[config.mk]
export PLATFORM = sky130hd
export DESIGN_NAME = vga_timing_gen
export DESIGN_NICKNAME = d
export VERILOG_FILES = /design/src/rtl/vga_timing_gen.sv
export SDC_FILE = /design/constraint.sdc
export NUM_CORES = 1
export LEC_CHECK = 0
export CORE_AREA = 5 5 60 62
export DETAILED_ROUTE_END_ITERATION = 7
export DIE_AREA = 0 0 65 67
export GPL_TIMING_DRIVEN = 0
export PLACE_DENSITY = 0.78
export SETUP_SLACK_MARGIN = 0.1
export SLEW_MARGIN = 20
export SYNTH_ARGS = -nofsm -noshare
export SYNTH_HDL_FRONTEND = slang
export SYNTH_SLANG_ARGS = --single-unit
[constraint.sdc]
create_clock -name clk -period 4.6 [get_ports clk]
set_input_delay 0.69 -clock clk [delete_from_list [all_inputs] [get_ports clk]]
set_output_delay 0.69 -clock clk [all_outputs]
set_load 0.03 [all_outputs]
[src/rtl/vga_timing_gen.sv]
// 640x480 @ 60 Hz VGA timing generator: pixel prescaler, line/frame counters, sync/blank decode
// and colour gating. Define VGA_RGB_PIPE_EN to register colour and sync pins one pixel late.
module vga_timing_gen #(
   parameter int CLK_DIV = 4,
   parameter int H_TOTAL = 800,
   parameter int H_SYNC  = 96,
   parameter int H_START = 144,
   parameter int H_END   = 783,
   parameter int V_TOTAL = 525,
   parameter int V_SYNC  = 2,
   parameter int V_START = 35,
   parameter int V_END   = 514
) (
   input  logic        clk,
   input  logic        rst,
   input  logic [11:0] rgb,
   output logic [9:0]  hCount,
   output logic [9:0]  vCount,
   output logic        bright,
   output logic        hSync,
   output logic        vSync,
   output logic        pix_en,
   output logic        frame_tick,
   output logic [3:0]  vgaR,
   output logic [3:0]  vgaG,
   output logic [3:0]  vgaB
);

   localparam int              DIV_W    = (CLK_DIV > 1) ? $clog2(CLK_DIV) : 1;
   localparam logic [DIV_W-1:0] DIV_LAST = DIV_W'(CLK_DIV - 1);
   localparam logic [DIV_W-1:0] DIV_ONE  = DIV_W'(1);

   localparam logic [9:0] H_LAST  = 10'(H_TOTAL - 1);
   localparam logic [9:0] V_LAST  = 10'(V_TOTAL - 1);
   localparam logic [9:0] H_SYNC_W = 10'(H_SYNC);
   localparam logic [9:0] V_SYNC_W = 10'(V_SYNC);
   localparam logic [9:0] H_FIRST = 10'(H_START);
   localparam logic [9:0] H_FINAL = 10'(H_END);
   localparam logic [9:0] V_FIRST = 10'(V_START);
   localparam logic [9:0] V_FINAL = 10'(V_END);
   localparam logic [9:0] CNT_ONE = 10'd1;

   logic [DIV_W-1:0] div_cnt;
   logic             h_wrap;
   logic             v_wrap;
   logic             h_vis;
   logic             v_vis;
   logic             h_sync_c;
   logic             v_sync_c;
   logic [3:0]       red_c;
   logic [3:0]       green_c;
   logic [3:0]       blue_c;

   // Prescaler: pix_en is decoded from the terminal count, so it is low in reset
   assign pix_en = (div_cnt == DIV_LAST);

   // NOTE: sequential state uses non-blocking assignments so every register samples pre-edge values.
   always_ff @(posedge clk or posedge rst) begin
      if (rst) begin
         div_cnt <= '0;
      end else if (pix_en) begin
         div_cnt <= '0;
      end else begin
         div_cnt <= div_cnt + DIV_ONE;
      end
   end

   assign h_wrap = (hCount == H_LAST);
   assign v_wrap = (vCount == V_LAST);

   always_ff @(posedge clk or posedge rst) begin
      if (rst) begin
         hCount     <= '0;
         vCount     <= '0;
         frame_tick <= 1'b0;
      end else begin
         frame_tick <= pix_en & h_wrap & v_wrap;
         if (pix_en) begin
            hCount <= h_wrap ? '0 : hCount + CNT_ONE;
            if (h_wrap) begin
               vCount <= v_wrap ? '0 : vCount + CNT_ONE;
            end
         end
      end
   end

   assign h_vis    = (hCount >= H_FIRST) && (hCount <= H_FINAL);
   assign v_vis    = (vCount >= V_FIRST) && (vCount <= V_FINAL);
   assign bright   = h_vis && v_vis;
   assign h_sync_c = ~(hCount < H_SYNC_W);
   assign v_sync_c = ~(vCount < V_SYNC_W);

   // Colour is forced to black outside the visible window whatever rgb carries
   assign red_c   = bright ? rgb[11:8] : 4'd0;
   assign green_c = bright ? rgb[7:4]  : 4'd0;
   assign blue_c  = bright ? rgb[3:0]  : 4'd0;

`ifdef VGA_RGB_PIPE_EN
   // Pins lag the counters by one pixel; colour and sync share the stage so they stay aligned
   always_ff @(posedge clk or posedge rst) begin
      if (rst) begin
         vgaR  <= 4'd0;
         vgaG  <= 4'd0;
         vgaB  <= 4'd0;
         hSync <= 1'b1;
         vSync <= 1'b1;
      end else if (pix_en) begin
         vgaR  <= red_c;
         vgaG  <= green_c;
         vgaB  <= blue_c;
         hSync <= h_sync_c;
         vSync <= v_sync_c;
      end
   end
`else
   assign vgaR  = red_c;
   assign vgaG  = green_c;
   assign vgaB  = blue_c;
   assign hSync = h_sync_c;
   assign vSync = v_sync_c;
`endif

endmodule

Word level (Yosys, flattened, before mapping)
Cells that the tools add are included. W data, S select, Z words.

Add/subtract/negate cells: 3. Multiply operators: 0. Div/mod/pow operators: 0. Order comparisons: 6. Equality and inequality tests: 3. Shifts and indexed selects: 0. Muxes and demuxes: 6. Bitwise operators: 4. Reductions and logical operators: 4.

Operators with widths (count): $add A10 B1 Y10 const B (2); $eq A10 B10 Y1 const B (2); $le A10 B10 Y1 const B (2); $mux W10 (2); $mux W4 (3); $ge A10 B6 Y1 const B (1); $ge A10 B8 Y1 const B (1); $lt A10 B2 Y1 const B (1); $lt A10 B7 Y1 const B (1); $logic_and A1 B1 Y1 (3); $add A2 B1 Y2 const B (1); $and A1 B1 Y1 (2); $eq A2 B2 Y1 const B (1); $mux W2 (1); $not A1 Y1 (2); $reduce_and A2 Y1 (1).

Bits in registers: 23. Latch bits: 0. Memory bits (writable): 0. ROM bits: 0. Bits of input ports: 14. Output and inout bits: 37. Memories kept: 0.

Logic depth before layout (Yosys ltp)
Gate-level depths: netlist (run 1).

Depth in word-level cells: 4. Depth in mapped cells: 7. Mapped depth without buffers: 6.

Worst setup path before layout (run 1)
OpenSTA, ideal clock, no wires.

Path type: register to output. Start point: register vCount[2]. End point: output port vgaB[0]. Data arrival time: 2475 ps. Data required time: 3910 ps. Setup slack: 1435 ps. Cell stages (with the launch flop): 7. Path buffers: 2. Path through: dfrtp_1 clkbuf_1 or4_1 o31a_1 nor3_1 clkbuf_1 and2_1.

Cells in the longest elaborated chain, start to end: 4. Elaborated cells between the ends (all ways): 5. Classes of those cells: 2 x order compare; 1 x mux; 2 x reduce/logical.

Ends and longest elaborated chain: from (decl) (RTL line 18) `output logic [9:0] vCount,`; from (signal assigned) (RTL line 81) `vCount <= v_wrap ? '0 : vCount + CNT_ONE;`; $ge A10 B6 Y1 / $le A10 B10 Y1 (equally long branches) (RTL line 88) `assign v_vis = (vCount >= V_FIRST) && (vCount <= V_FINAL);`; $logic_and A1 B1 Y1 (*) (RTL line 88); $logic_and A1 B1 Y1 (*) (RTL line 89) `assign bright = h_vis && v_vis;`; named net bright (RTL line 19) `output logic bright,`; $mux W4 (*) (RTL line 96) `assign blue_c = bright ? rgb[3:0] : 4'd0;`; to (decl) (RTL line 26) `output logic [3:0] vgaB`.

Mark *: on every way through the listed nets, which the timed path passes. The rest lies on a longest branch.

Worst setup path after layout (run 1)
Start point: register vCount[2]. End point: output port vgaG[2].

Cells in the longest elaborated chain, start to end: 4. Elaborated cells between the ends (all ways): 5. Classes of those cells: 2 x order compare; 1 x mux; 2 x reduce/logical.

Ends and longest elaborated chain: $ge A10 B6 Y1 / $le A10 B10 Y1 (equally long branches) (RTL line 88); $logic_and A1 B1 Y1 (*) (RTL line 88); $logic_and A1 B1 Y1 (*) (RTL line 89); $mux W4 (*) (RTL line 95) `assign green_c = bright ? rgb[7:4] : 4'd0;`; to (decl) (RTL line 25) `output logic [3:0] vgaG,`.

Mark *: on every way between the ends. The rest lies on a longest branch, timed or not.

==> out/qor.csv, run 1 <==
metric,value,unit
multi_input_area,684.4,sq um
ff_latch_area,575.6,sq um
slew_viol_final,0,
grtUsageTotal,15.88,%
synthFlopType,dfrtp_1,
cp.arrival,3140,ps
die_x,65,um
synthAdderAreaFrac,5.753,%
hp-class,flip-flop to flip-flop,
dp_hpwl,2525,um
n_antenna_cell,0,
synth_top_family_by_area,simple AND/OR/NAND/NOR gates,
drtPass1Iterations,4,
grt_max_degree,24,
cts_setup_buffers,0,
vias_per_cell,5.379,
fmax,0.2613,GHz
nets,207,
rows,20,
finalWirelength,3220,um
path_max_fanout,10,
synthXorXnorAreaFrac,8.725,%
cpLargestDelayFamily,buffers and inverters,
cts-root-buf,clkbuf_4,
cp_cell_sequence,clkbuf_1 > or4_1 > o31a_1 > nor3_1 > clkbuf_1 > and2_1 > clkdlybuf4s50_1,
yosys.area_share.simple,27.71,%
path_class,flip-flop to output port,
route.detailed.drc,0,
min_period,3827,ps
synth_area_per_cell,9.886,sq um
synth_warnings,0,
clkLatencyLatePin,320,ps
syn_inst,132,
cp-start-kind,flip-flop,
grt-ovfl-total,0,
synthesis.nets,152,
holdBufCountCts,0,
pin_count,51,
die_h,67,um
finalSetupViolCount,0,
finalHoldViolCount,0,
grt_pass1_wl,5416,um
clock_skew,12.06,ps
drive_gt1_share,5.914,%
worst-path-buf-inv,3,
finalWeightedCongestion,0.8562,
syn_area,1305,sq um
cp_slowest_stage_delay,670,ps
fill_cells,249,
synth-async-reset-ratio,100.0,%
rsz0062_at_grt,false,
io_buffers,50,
die_area,4355,sq um
powerDensity,166.4,nW/um^2
start_util,43.82,%
wl_per_cell,14.70,um
setup_tns,0,ps
worstMarginPinSlew,860.7,ps
crit_required,3910,ps
yosysSeqAreaShare,44.10,%
ir_drop,0.08873,mV
drv_cap,0,
htree_levels,1,
crit_slowest_cell,clkdlybuf4s50_1,
grt_antenna_before_repair,0,
vias,1178,
synthToLayoutAreaGrowth,44.01,%
ctsLongestPathBuffers,2,
max_slew_margin,42.55,%
cts_tree,yes,
synth_mux_area_share,1.534,%
cts_resized,0,
synth_compound_area_share,8.245,%
critPathCaptureType,output port,
numCtsBuffers,3,
synth_seq_cells,23,
clk_pin_slew,130,ps
synthDistinctLibCells,32,
core_area,2978,sq um
final_core_util,63.11,%
drtIter0Drc,29,
cts.sinks,23,
period_share,83.20,%
stdcell_count,219,
static-leakage-power,0.7671,nW
hold-worst-slack,438.9,ps
dp.cells,215,
synth_edf_count,0,
status,completed,
grt_pass1_vias,1146,
path_common_cell,clkbuf_1,
antenna_left,0,
finalPower,0.3128,mW
==> kinds of logic (layout without fill, tap and decap cells) <==
| logic type | Yosys count | count (layout) |
|---|---|---|
| flops | 23 | 23 |
| mux | 2 | 2 |
| buf+inv | 11 | 65 |
| xor+xnor | 13 | 13 |
| simple gates | 63 | 63 |
| fa+ha+maj | 6 | 6 |
| compound gates | 14 | 14 |
==> cell usage in the layout (no fill, tap or decap), types with 3 or more instances in the layout <==
cell and count:
clkbuf_1 3, nor4_1 3, xnor2_1 10, clkbuf_4 3
nand3_1 7, o21ai_0 4, and2_1 12, inv_1 6
or4_1 4, nor3_1 5, xor2_1 3, clkdlybuf4s50_1 50
nor2_1 8, nand4_1 7, dfrtp_1 23, nand2_1 7
ha_1 6
==> path summary, 6_finish.rpt <==
path	startpoint	to	slack (ps)	cells after the start
max reg2reg	div_cnt[0]	vCount[9]	2140	7
max	vCount[2]	vgaG[2]	770	7
min	div_cnt[0]	div_cnt[0]	440	1
min in group asynchronous	rst	hCount[3]	840	2
max in group asynchronous	rst	vCount[8]	3220	2
min reg2reg	div_cnt[0]	div_cnt[0]	440	1
==> where the power goes <==
part           internal (mW)  switching, mW  total (mW)
clock                 0.0339         0.0624      0.0963
combinational        0.00955        0.00479      0.0143
sequential             0.202              0       0.202
total                  0.246         0.0672       0.313
==> layer usage <==
layer	GRT usage, %	vias up	share of wire [%]
met2	27.59	34	51
met1	19.63	552	44
met3	2.698	7	3.6
met4	5.805	0	1.7
li1	-	585	-
met5	0	-	0
==> Yosys cell counts, types with 2 or more instances <==
cell type / count / area (sq um)
o21ai_0: 4 / 20.02
xnor2_1: 10 / 87.58
xor2_1: 3 / 26.28
clkbuf_1: 2 / 7.510
nor3_1: 5 / 25.02
o31ai_1: 2 / 15.01
mux2i_1: 2 / 20.02
and3_1: 2 / 12.51
nand4_1: 7 / 43.79
inv_1: 6 / 22.52
buf_2: 2 / 10.01
nor2_1: 8 / 30.03
ha_1: 6 / 75.07
or4_1: 4 / 30.03
dfrtp_1: 23 / 575.6
o31a_1: 2 / 17.52
nor4_1: 4 / 25.02
or3_1: 2 / 12.51
nand2_1: 7 / 26.28
and2_1: 12 / 75.07
nand3_1: 7 / 35.03
and4_1: 2 / 17.52
==> state kept, by name, summed over array words and instances, names as in the netlist <==
| signal | cells |
|---|---|
| vCount | 10 |
| div_cnt | 2 |
| frame_tick | 1 |
| hCount | 10 |
==> cell type report <==
class                           count  area share, %
Clock buffer                        4          1.398
Sequential cell                    23          30.63
Buffer                              5          1.531
Timing Repair Buffer               50          26.63
Inverter                            6          1.198
Multi-Input combinational cell     98          36.42
Tap cell                           33          2.197
==> through the flow <==
| stage | setup WS [ps] | instance area, sq um |
|---|---|---|
| floorplan | 1435 | 1305 |
| CTS | 719.2 | 1879 |
| global route | 519.6 | 1879 |
| detailed placement | 1089 | 1853 |
| finish | 772.6 | 1879 |
| global placement | 1142 | 1847 |
Note: power is estimated with default switching activity, not from simulation.
==> inputs of run 2 (changes only) <==
CORE_AREA = 5 5 62 64   (was 5 5 60 62)
DIE_AREA = 0 0 67 69   (was 0 0 65 67)
PLACE_DENSITY = 0.73   (was 0.78)
clock period = 3.72 ns   (was 4.6 ns; I/O delays follow)
==> run 2 against run 1 <==
Effect of this change:
- clock skew decreased by 5.0 ps
- routed wire length grew 3.1%
- critical endpoint is now bright
- global-route usage is 0.13 points higher
- utilization is 4.6 points lower
- highest routed layer unchanged
- final cell count grew 5.9%
- power up 23%
==> out/qor.csv, run 2 (synthesized netlist as in run 1, its figures left out) <==
metric,value,unit,change
status,completed,,
powerDensity,203.9,nW/um^2,+22%
cp.arrival,2830,ps,-310 ps
drtPass1Iterations,4,,unchanged
worstMarginPinSlew,864.6,ps,+3.859 ps
grt_pass1_vias,1186,,+3.5%
cp_slowest_stage_delay,690,ps,+20 ps
worst-path-buf-inv,3,,unchanged
hp-class,flip-flop to flip-flop,,
finalSetupViolCount,0,,unchanged
finalHoldViolCount,0,,unchanged
critPathCaptureType,output port,,
finalWirelength,3321,um,+3.1%
period_share,91.12,%,
finalPower,0.3857,mW,+23%
nets,207,,unchanged
cp_cell_sequence,clkbuf_1 > or4_1 > o31a_1 > nor3_2 > clkbuf_2 > clkdlybuf4s50_1,,
path_max_fanout,10,,unchanged
drive_gt1_share,7.527,%,+1.6 points
die_x,67,um,+3.1%
crit_slowest_cell,clkdlybuf4s50_1,,
slew_viol_final,0,,unchanged
clkLatencyLatePin,320,ps,about the same
min_period,3390,ps,
ctsLongestPathBuffers,2,,unchanged
antenna_left,0,,unchanged
ir_drop,0.1472,mV,+66%
dp_hpwl,2494,um,-1.2%
die_h,69,um,+3.0%
grt_pass1_wl,5865,um,+8.3%
cts_tree,yes,,
route.detailed.drc,0,,unchanged
crit_required,3160,ps,-750 ps
layout_commonest_cell,clkdlybuf4s50_1,,
rows,21,,+5.0%
cp-start-kind,flip-flop,,
vias,1189,,+0.93%
grt_antenna_before_repair,0,,unchanged
numCtsBuffers,3,,unchanged
path_class,flip-flop to output port,,
cpLargestDelayFamily,buffers and inverters,,
rsz0062_at_grt,false,,
htree_levels,1,,unchanged
cts_setup_buffers,0,,unchanged
start_util,40.38,%,-3.4 points
finalWeightedCongestion,0.8094,,-5.5%
layout_common_cells,"clkdlybuf4s50_1, dfrtp_1, and2_1, xnor2_1, dlygate4sd2_1",,
drtIter0Drc,82,,+180%
cts.sinks,23,,unchanged
largestRegisters,"hCount x10, vCount x10, div_cnt x2",,
clk_pin_slew,120,ps,about the same
grt-ovfl-total,0,,unchanged
n_antenna_cell,0,,unchanged
drv_cap,0,,unchanged
grtUsageTotal,16.00,%,+0.13 points
pin_count,51,,unchanged
static-leakage-power,0.8171,nW,+6.5%
grt_max_degree,24,,unchanged
holdBufCountCts,0,,unchanged
cts-root-buf,clkbuf_4,,
vias_per_cell,5.125,,-4.7%
max_slew_margin,42.30,%,-0.26 points
setup_tns,0,ps,unchanged
fill_cells,295,,+18%
synthToLayoutAreaGrowth,44.97,%,
io_buffers,50,,unchanged
die_area,4623,sq um,+6.2%
clock_skew,7.014,ps,-5.042 ps
core_area,3232,sq um,+8.5%
wl_per_cell,14.31,um,-2.6%
r2r_slack,1260,ps,-880 ps
fmax,0.2950,GHz,
[run 2: per-stage QoR]
| step | hold WS (ps) | cell area [sq um] | util (%) | cells | worst slack [ps] |
|---|---|---|---|---|---|
| final | 444.9 | 1892 | 58.54 | 232 | 330.2 |
| after global placement | 415.0 | 1863 | 57.65 | 228 | 417.2 |
| after CTS | 444.0 | 1887 | 58.38 | 232 | 186.4 |
| after global routing | 478.3 | 1892 | 58.54 | 232 | 129.2 |
| after floorplan | 403.1 | 1305 | - | 132 | 687.3 |
| after detailed placement | 418.6 | 1869 | 57.84 | 228 | 356.3 |
[run 2: where the power goes]
group	switching, mW	leakage [nW]	internal, mW
combinational	0.00589	0.492	0.0118
clock	0.0778	0.0177	0.0403
sequential	0	0.307	0.250
[run 2: worst paths after layout]
check / start / endpoint / depth (start not counted)
worst max-delay path: vCount[2] / bright / 6
worst min-delay path: div_cnt[0] / div_cnt[0] / 1
worst max register to register: div_cnt[0] / vCount[9] / 7
worst min register to register: div_cnt[0] / div_cnt[0] / 1
max in group asynchronous: rst / vCount[2] / 2
min in group asynchronous: rst / hCount[5] / 2
[run 2: area by class of cell]
type / count / area, sq um / area share, %
Inverter: 6 / 22.52 / 1.190
Timing Repair Buffer: 50 / 489.2 / 25.86
Multi-Input combinational cell: 98 / 689.4 / 36.44
Clock buffer: 3 / 22.52 / 1.190
Sequential cell: 23 / 575.6 / 30.42
Buffer: 5 / 30.03 / 1.587
Tap cell: 46 / 57.56 / 3.042
Clock inverter: 1 / 5.005 / 0.2646
[run 2: routing by layer]
metal / global-route usage (%) / vias to the layer above / wire (um)
li1: - / 577 / -
met1: 20.87 / 576 / 1472
met2: 26.31 / 29 / 1686
met3: 2.435 / 7 / 96
met4: 5.631 / 0 / 65
met5: 0 / - / 0
[run 2: what timing repair did]
item	4_1_cts	5_1_grt
resized for setup	10	1
gates cloned	0	0
setup endpoints to repair	9	2
